### src/rtl/eth_tx_pkg.sv
// Shared speed encodings, periods and state enum for the RGMII TX clock generator.
// ETH_TX_10M_EN enables 10M support and widens the phase counter.
package eth_tx_pkg;

  typedef logic [1:0] speed_t;

  localparam speed_t SPD_10   = 2'b00;
  localparam speed_t SPD_100  = 2'b01;
  localparam speed_t SPD_1000 = 2'b10;

  localparam int PER_100 = 5;
  localparam int PER_10  = 50;

`ifdef ETH_TX_10M_EN
  localparam int PH_W = 6;
`else
  localparam int PH_W = 3;
`endif

  typedef logic [PH_W-1:0] ph_t;

  typedef enum logic {
    ST_RUN,
    ST_PEND
  } state_e;

  function automatic logic spd_valid(speed_t s);
`ifdef ETH_TX_10M_EN
    return s != 2'b11;
`else
    return (s == SPD_100) || (s == SPD_1000);
`endif
  endfunction

  function automatic ph_t ph_last(speed_t s);
    ph_t r;
    r = '0;
    if (s == SPD_100) r = ph_t'(PER_100 - 1);
`ifdef ETH_TX_10M_EN
    if (s == SPD_10) r = ph_t'(PER_10 - 1);
`endif
    return r;
  endfunction

endpackage

### src/rtl/eth_tx_clk_if.sv
// Control and strobe bundle between the TX data path and the clock generator.
// Width of nothing here depends on ETH_TX_10M_EN.
interface eth_tx_clk_if;
  import eth_tx_pkg::*;

  logic   link_up;
  speed_t speed_req;
  logic   frame_active;
  logic   txc_d1;
  logic   txc_d2;
  logic   nib_ce;
  logic   nib_hi;
  logic   byte_ce;
  speed_t speed_cur;
  logic   speed_chg;
  logic   tx_ready;

  modport master (
    output link_up, speed_req, frame_active,
    input  txc_d1, txc_d2, nib_ce, nib_hi,
    input  byte_ce, speed_cur, speed_chg, tx_ready
  );

  modport slave (
    input  link_up, speed_req, frame_active,
    output txc_d1, txc_d2, nib_ce, nib_hi,
    output byte_ce, speed_cur, speed_chg, tx_ready
  );
endinterface

### src/rtl/eth_tx_phase_cnt.sv
// Phase/nibble counter with registered TXC and strobe decode.
// ETH_TX_10M_EN adds the 10M decode branch.
module eth_tx_phase_cnt
  import eth_tx_pkg::*;
(
  input  logic   clk_i,
  input  logic   rst_i,
  input  speed_t speed_i,
  input  logic   clr_i,
  output ph_t    ph_o,
  output logic   nh_o,
  output logic   txc_d1_o,
  output logic   txc_d2_o,
  output logic   nib_ce_o,
  output logic   nib_hi_o,
  output logic   byte_ce_o
);

  ph_t  ph_q, ph_d, last;
  logic nh_q, nh_d, wrap;
  logic d1_q, d1_d, d2_q, d2_d;
  logic nce_q, nce_d, nhi_q, nhi_d;
  logic bce_q, bce_d;

  assign last = ph_last(speed_i);

  always_comb begin
    wrap = (ph_q == last);
    ph_d = wrap ? '0 : ph_q + 1'b1;
    nh_d = nh_q ^ wrap;
    if (clr_i) begin
      ph_d = '0;
      nh_d = 1'b0;
    end
  end

  // default decode is the 1000M pattern
  always_comb begin
    d1_d  = 1'b1;
    d2_d  = 1'b0;
    nce_d = 1'b0;
    nhi_d = 1'b0;
    bce_d = 1'b1;
    unique case (1'b1)
`ifdef ETH_TX_10M_EN
      (speed_i == SPD_10): begin
        d1_d  = ph_q < ph_t'(PER_10 / 2);
        d2_d  = d1_d;
        nce_d = ph_q == '0;
        nhi_d = nh_q;
        bce_d = (ph_q == '0) && !nh_q;
      end
`endif
      (speed_i == SPD_100): begin
        d1_d  = ph_q < ph_t'(3);
        d2_d  = ph_q < ph_t'(2);
        nce_d = ph_q == '0;
        nhi_d = nh_q;
        bce_d = (ph_q == '0) && !nh_q;
      end
      default: ;
    endcase
  end

  always_ff @(posedge clk_i) begin
    if (rst_i) begin
      ph_q  <= '0;
      nh_q  <= 1'b0;
      d1_q  <= 1'b0;
      d2_q  <= 1'b0;
      nce_q <= 1'b0;
      nhi_q <= 1'b0;
      bce_q <= 1'b0;
    end else begin
      ph_q  <= ph_d;
      nh_q  <= nh_d;
      d1_q  <= d1_d;
      d2_q  <= d2_d;
      nce_q <= nce_d;
      nhi_q <= nhi_d;
      bce_q <= bce_d;
    end
  end

  assign ph_o      = ph_q;
  assign nh_o      = nh_q;
  assign txc_d1_o  = d1_q;
  assign txc_d2_o  = d2_q;
  assign nib_ce_o  = nce_q;
  assign nib_hi_o  = nhi_q;
  assign byte_ce_o = bce_q;

endmodule

### src/rtl/eth_tx_clk_gen.sv
// RGMII TX clock/strobe generator with byte-aligned speed-change FSM.
// ETH_TX_10M_EN enables the 10 Mbit/s mode.
module eth_tx_clk_gen
  import eth_tx_pkg::*;
(
  input  logic         clk125,
  input  logic         rst,
  eth_tx_clk_if.slave  bus
);

  state_e state_q, state_d;
  speed_t cur_q, cur_d;
  speed_t tgt_q, tgt_d;
  logic   chg_q, chg_d;
  logic   rdy_q, rdy_d;
  logic   req_ok, eob;
  ph_t    ph;
  logic   nh;
  logic   d1, d2, nce, nhi, bce;

  eth_tx_phase_cnt u_phase (
    .clk_i     (clk125),
    .rst_i     (rst),
    .speed_i   (cur_q),
    .clr_i     (chg_d),
    .ph_o      (ph),
    .nh_o      (nh),
    .txc_d1_o  (d1),
    .txc_d2_o  (d2),
    .nib_ce_o  (nce),
    .nib_hi_o  (nhi),
    .byte_ce_o (bce)
  );

  assign req_ok = spd_valid(bus.speed_req)
               && (bus.speed_req != cur_q);

  assign eob = (cur_q == SPD_1000)
            || ((ph == ph_last(cur_q)) && nh);

  always_comb begin
    state_d = state_q;
    cur_d   = cur_q;
    tgt_d   = tgt_q;
    chg_d   = 1'b0;
    unique case (state_q)
      ST_RUN: begin
        if (req_ok) begin
          state_d = ST_PEND;
          tgt_d   = bus.speed_req;
        end
      end
      ST_PEND: begin
        if (req_ok) tgt_d = bus.speed_req;
        if (bus.speed_req == cur_q) begin
          state_d = ST_RUN;
        end else if (!bus.link_up
                  || (!bus.frame_active && eob)) begin
          // link down skips byte alignment: PHY clock may glitch
          state_d = ST_RUN;
          cur_d   = tgt_d;
          chg_d   = 1'b1;
        end
      end
      default: state_d = ST_RUN;
    endcase
    rdy_d = bus.link_up && (state_d == ST_RUN);
  end

  always_ff @(posedge clk125) begin
    if (rst) begin
      state_q <= ST_RUN;
      cur_q   <= SPD_1000;
      tgt_q   <= SPD_1000;
      chg_q   <= 1'b0;
      rdy_q   <= 1'b0;
    end else begin
      state_q <= state_d;
      cur_q   <= cur_d;
      tgt_q   <= tgt_d;
      chg_q   <= chg_d;
      rdy_q   <= rdy_d;
    end
  end

  assign bus.txc_d1    = d1;
  assign bus.txc_d2    = d2;
  assign bus.nib_ce    = nce;
  assign bus.nib_hi    = nhi;
  assign bus.byte_ce   = bce;
  assign bus.speed_cur = cur_q;
  assign bus.speed_chg = chg_q;
  assign bus.tx_ready  = rdy_q;

endmodule

### src/flat_wrapper.sv
// flat-port wrapper written by rule: the top's interface ports become plain ports
module eth_tx_clk_gen_flat import eth_tx_pkg::*;
  (clk125, rst, bus_link_up, bus_speed_req, bus_frame_active, bus_txc_d1, bus_txc_d2, bus_nib_ce, bus_nib_hi, bus_byte_ce, bus_speed_cur, bus_speed_chg, bus_tx_ready);
  eth_tx_clk_if bus_i ();
  input  logic clk125;
  input  logic rst;
  input wire logic [$bits(bus_i.link_up)-1:0] bus_link_up;
  input wire logic [$bits(bus_i.speed_req)-1:0] bus_speed_req;
  input wire logic [$bits(bus_i.frame_active)-1:0] bus_frame_active;
  output wire logic [$bits(bus_i.txc_d1)-1:0] bus_txc_d1;
  output wire logic [$bits(bus_i.txc_d2)-1:0] bus_txc_d2;
  output wire logic [$bits(bus_i.nib_ce)-1:0] bus_nib_ce;
  output wire logic [$bits(bus_i.nib_hi)-1:0] bus_nib_hi;
  output wire logic [$bits(bus_i.byte_ce)-1:0] bus_byte_ce;
  output wire logic [$bits(bus_i.speed_cur)-1:0] bus_speed_cur;
  output wire logic [$bits(bus_i.speed_chg)-1:0] bus_speed_chg;
  output wire logic [$bits(bus_i.tx_ready)-1:0] bus_tx_ready;
  assign bus_i.link_up = bus_link_up;
  assign bus_i.speed_req = bus_speed_req;
  assign bus_i.frame_active = bus_frame_active;
  assign bus_txc_d1 = bus_i.txc_d1;
  assign bus_txc_d2 = bus_i.txc_d2;
  assign bus_nib_ce = bus_i.nib_ce;
  assign bus_nib_hi = bus_i.nib_hi;
  assign bus_byte_ce = bus_i.byte_ce;
  assign bus_speed_cur = bus_i.speed_cur;
  assign bus_speed_chg = bus_i.speed_chg;
  assign bus_tx_ready = bus_i.tx_ready;
  eth_tx_clk_gen u_core (.clk125(clk125), .rst(rst), .bus(bus_i));
endmodule
### config.mk
export PLATFORM = sky130hd
export DESIGN_NAME = eth_tx_clk_gen_flat
export DESIGN_NICKNAME = d
export VERILOG_FILES = /design/src/rtl/eth_tx_pkg.sv /design/src/rtl/eth_tx_clk_if.sv /design/src/rtl/eth_tx_phase_cnt.sv /design/src/rtl/eth_tx_clk_gen.sv /design/src/flat_wrapper.sv
export SDC_FILE = /design/constraint.sdc
export NUM_CORES = 1
export LEC_CHECK = 0
export ABC_CLOCK_PERIOD_IN_PS = 3600
export CAP_MARGIN = 20
export CORE_ASPECT_RATIO = 0.6
export CORE_MARGIN = 1.5
export CORE_UTILIZATION = 30
export CTS_BUF_LIST = sky130_fd_sc_hd__clkbuf_8
export DETAILED_ROUTE_END_ITERATION = 10
export MAX_ROUTING_LAYER = met4
export SLEW_MARGIN = 10
export SYNTH_ARGS = -nofsm -noshare
export SYNTH_HDL_FRONTEND = slang
export SYNTH_HIERARCHICAL = 1
export SYNTH_SLANG_ARGS = --single-unit
### constraint.sdc
create_clock -name clk125 -period 3.6 [get_ports clk125]
set_input_delay 0.72 -clock clk125 [delete_from_list [all_inputs] [get_ports clk125]]
set_output_delay 0.72 -clock clk125 [all_outputs]
set_load 0.005 [all_outputs]
==> qor.yml <==
status:
  status: "finished, final reports clean"
worst_setup_path:
  slowest_delay_ns: 0.52
  crit_family: "buffers and inverters"
  r2r_slack_ns: 1.72
  path_buf_inv: 2
  rr_endpoint: "u_core/u_phase/nh_o"
  crit_type: "input pin to register"
  critPathCapture: "u_core/u_phase/nh_o"
  cp.depth: 7
  crit_path_end_kind: "register"
  r2r-start: "u_core/bus.speed_cur[0]"
  critPathLaunchType: "input pin"
  crit_start: "bus_speed_req[1]"
  slowest_stage: "clkdlybuf4s50_1"
  path_cells: "clkdlybuf4s50_1, xor2_1, o21ai_1, o21bai_2, inv_1, or3_1, mux2i_1"
  cp_max_fo: 7
  reg2reg_depth: 6
  critPathRequiredTime_ns: 3.77
  worstPathArrival_ns: 2.39
timing:
  hold_viol_final: 0
  fin_crit_ns: 2.22
  slew-limit-headroom_pct: 69.3
  worst-slew-pin-transition_ns: 0.460
  drv_slew: 0
  setup_tns_ns: 0
  setup_violations: 0
  max_freq_mhz: 450
  period_share_pct: 61.7
  rsz0062_at_grt: "false"
  finClkSkew_ns: 0.00304
  fin_hold_ws_ns: 0.497
placed_design:
  placed_area_um2: 930
  gp_congestion: 0.810
  numPortBuffers: 14
  hpwl_mm: 1.06
logic_synthesis:
  syn_inst: 80
  yosysUniqueCellTypes: 33
  ys.flop_type: "dfxtp_1"
  ys_warn_count: 6
  netlist_area_um2: 757
  syn_nets: 88
  ys_seq_area_share_pct: 42.3
  synthArstFlopShare_pct: 0
  synth_edf_count: 0
  synth_seq_cells: 16
  post_synth.cell_area_avg_um2: 9.46
global_routing:
  grt_first_pass_wirelength_mm: 2.66
  grt-ovfl-total: 0
  grt_max_degree: 15
  antenna_found_initial: 0
  gr-usage-all-layers_pct: 12.8
  grt_pass1_vias: 594
cts:
  numCtsBuffers: 3
  path_clk_slew_ns: 0.06
  h-tree-depth: 1
  clock_path_buffers: 2
  post-cts-setup-buffers: 0
  cts_resized: 0
  clock_sinks: 16
  hold_buffers: 0
  clk_latency_ns: 0.25
  cts_tree: "built"
  clock-root-buffer: "clkbuf_8"
cells_and_area:
  design_area_um2: 985
  syn2layout_area_growth_pct: 30.1
  num_antenna_cells: 0
  final_common_cell: "dfxtp_1"
  fin_nets: 106
  final_cell_mix: "dfxtp_1, clkdlybuf4s50_1, nor2_1, nor2b_1, nand2b_1"
  drive_above_1_share_pct: 11.3
  fillCellCount: 218
detailed_routing:
  wl_per_cell_um: 11.3
  drtAntennaViolNets: 0
  wl_mm: 1.43
  vias_per_cell: 4.67
  dr_total_vias: 593
  drc_errors: 0
  drt_pass1_iterations: 4
  drtIter0Drc: 17
pwr:
  seqPwrFrac_pct: 48.9
  peakVddDrop_v: 0.000143
  pwr-share-comb_pct: 12.1
  cellLeakagePower_nw: 0.386
  clockPowerShare_pct: 39.1
  p_int_mw: 0.310
  cellPowerDensity_nw_per_um2: 403
  swShare_pct: 21.9
  total_power_mw: 0.397
  p_sw_mw: 0.0871
floorplanning:
  boundaryPins: 15
  row_count: 13
  die_height_um: 41.9
  core_area_um2: 2280
  dieArea_um2: 2840
  die_w_um: 67.9
  start_util_pct: 33.2
min_path:
  hp-class: "register to register"
job:
  maxCapViolations: 0
[per-layer routing]
layer / part of all wire, % / wire (um) / GRT usage, % / up-vias
met5: 0 / 0 / - / -
met4: 0 / 0 / 2.80 / 0
met3: 7.3 / 104 / 5.96 / 0
met2: 40 / 572 / 18.2 / 19
met1: 53 / 757 / 16.4 / 260
li1: - / - / - / 314
[cell usage after synthesis, drive strengths merged (2+ instances only)]
| cell | number | area (um^2) |
|---|---|---|
| a21oi | 2 | 10.0 |
| dfxtp | 16 | 320 |
| ha | 2 | 25.0 |
| inv | 4 | 15.0 |
| mux2 | 2 | 30.0 |
| nand2b | 6 | 45.0 |
| nor2 | 11 | 41.3 |
| nor2b | 6 | 37.5 |
| nor3b | 2 | 15.0 |
| o21ai | 6 | 30.0 |
| or4b | 2 | 20.0 |
| xor2 | 2 | 17.5 |
[layout make-up]
cell class                      instances  area, um^2  area share (%)
Clock buffer                            4        55.1            5.59
Sequential cell                        16         320            32.5
Inverter                                4        15.0            1.52
Multi-Input combinational cell         59         417            42.3
Tap cell                               30        37.5            3.81
Timing Repair Buffer                   14         140            14.2
[per-stage QoR]
step	utilization [%]	instances	setup slack (ns)
after floorplan	-	80	1.65
after global placement	40.8	123	1.18
after detailed placement	40.8	123	1.13
after CTS	43.2	127	1.39
after global routing	43.2	127	1.24
final	43.2	127	1.38
[worst reg2reg max path: cells and delay by family (launching register included)]
family | cells | cell delay [ns]
AND/OR/NAND/NOR | 2 | 0.56
flip-flops | 1 | 0.57
multiplexers | 1 | 0.14
AO/OA/AOI/OAI | 2 | 0.46
buffers and inverters | 1 | 0.09
[power groups by stage]
stage	sequential [mW]	combinational (mW)	clock, mW
2_1_floorplan	0.195	0.0285	0
3_3_place_gp	0.197	0.0467	0
3_5_place_dp	0.198	0.0479	0
4_1_cts	0.194	0.0480	0.162
5_1_grt	0.195	0.0540	0.173
6_report	0.194	0.0478	0.155
[flip-flops by register name, summed over array words and instances, names as in the netlist]
name                      count
u_core/u_phase/txc_d1_o       1
u_core/u_phase/byte_ce_o      1
u_core/bus.speed_chg          1
u_core/bus.speed_cur          2
u_core/tgt_q                  2
u_core/u_phase/nib_ce_o       1
u_core/state_q                1
u_core/bus.tx_ready           1
u_core/u_phase/nh_o           1
u_core/u_phase/txc_d2_o       1
u_core/u_phase/nib_hi_o       1
u_core/u_phase/ph_o           3
[kinds of logic after synthesis]
group           after synthesis  synth area share [%]
buf+inv                       5                  2.64
xor+xnor                      3                  3.47
compound gates               17                  16.2
mux                           3                  5.29
flops                        16                  42.3
simple gates                 34                  26.8
fa+ha+maj                     2                  3.31
[worst min path at each step]
stage                           start                endpoint  slack [ns]  cells past startpoint
6_report       u_core/u_phase/ph_o[0]  u_core/u_phase/ph_o[0]        0.50                      1
3_5_place_dp   u_core/u_phase/ph_o[0]  u_core/u_phase/ph_o[0]        0.50                      1
4_1_cts        u_core/u_phase/ph_o[0]  u_core/u_phase/ph_o[0]        0.51                      1
3_3_place_gp   u_core/u_phase/ph_o[0]  u_core/u_phase/ph_o[0]        0.49                      1
2_1_floorplan  u_core/u_phase/ph_o[0]  u_core/u_phase/ph_o[0]        0.45                      1
5_1_grt        u_core/u_phase/ph_o[0]  u_core/u_phase/ph_o[0]        0.54                      1
(Power assumes the default switching activity.)
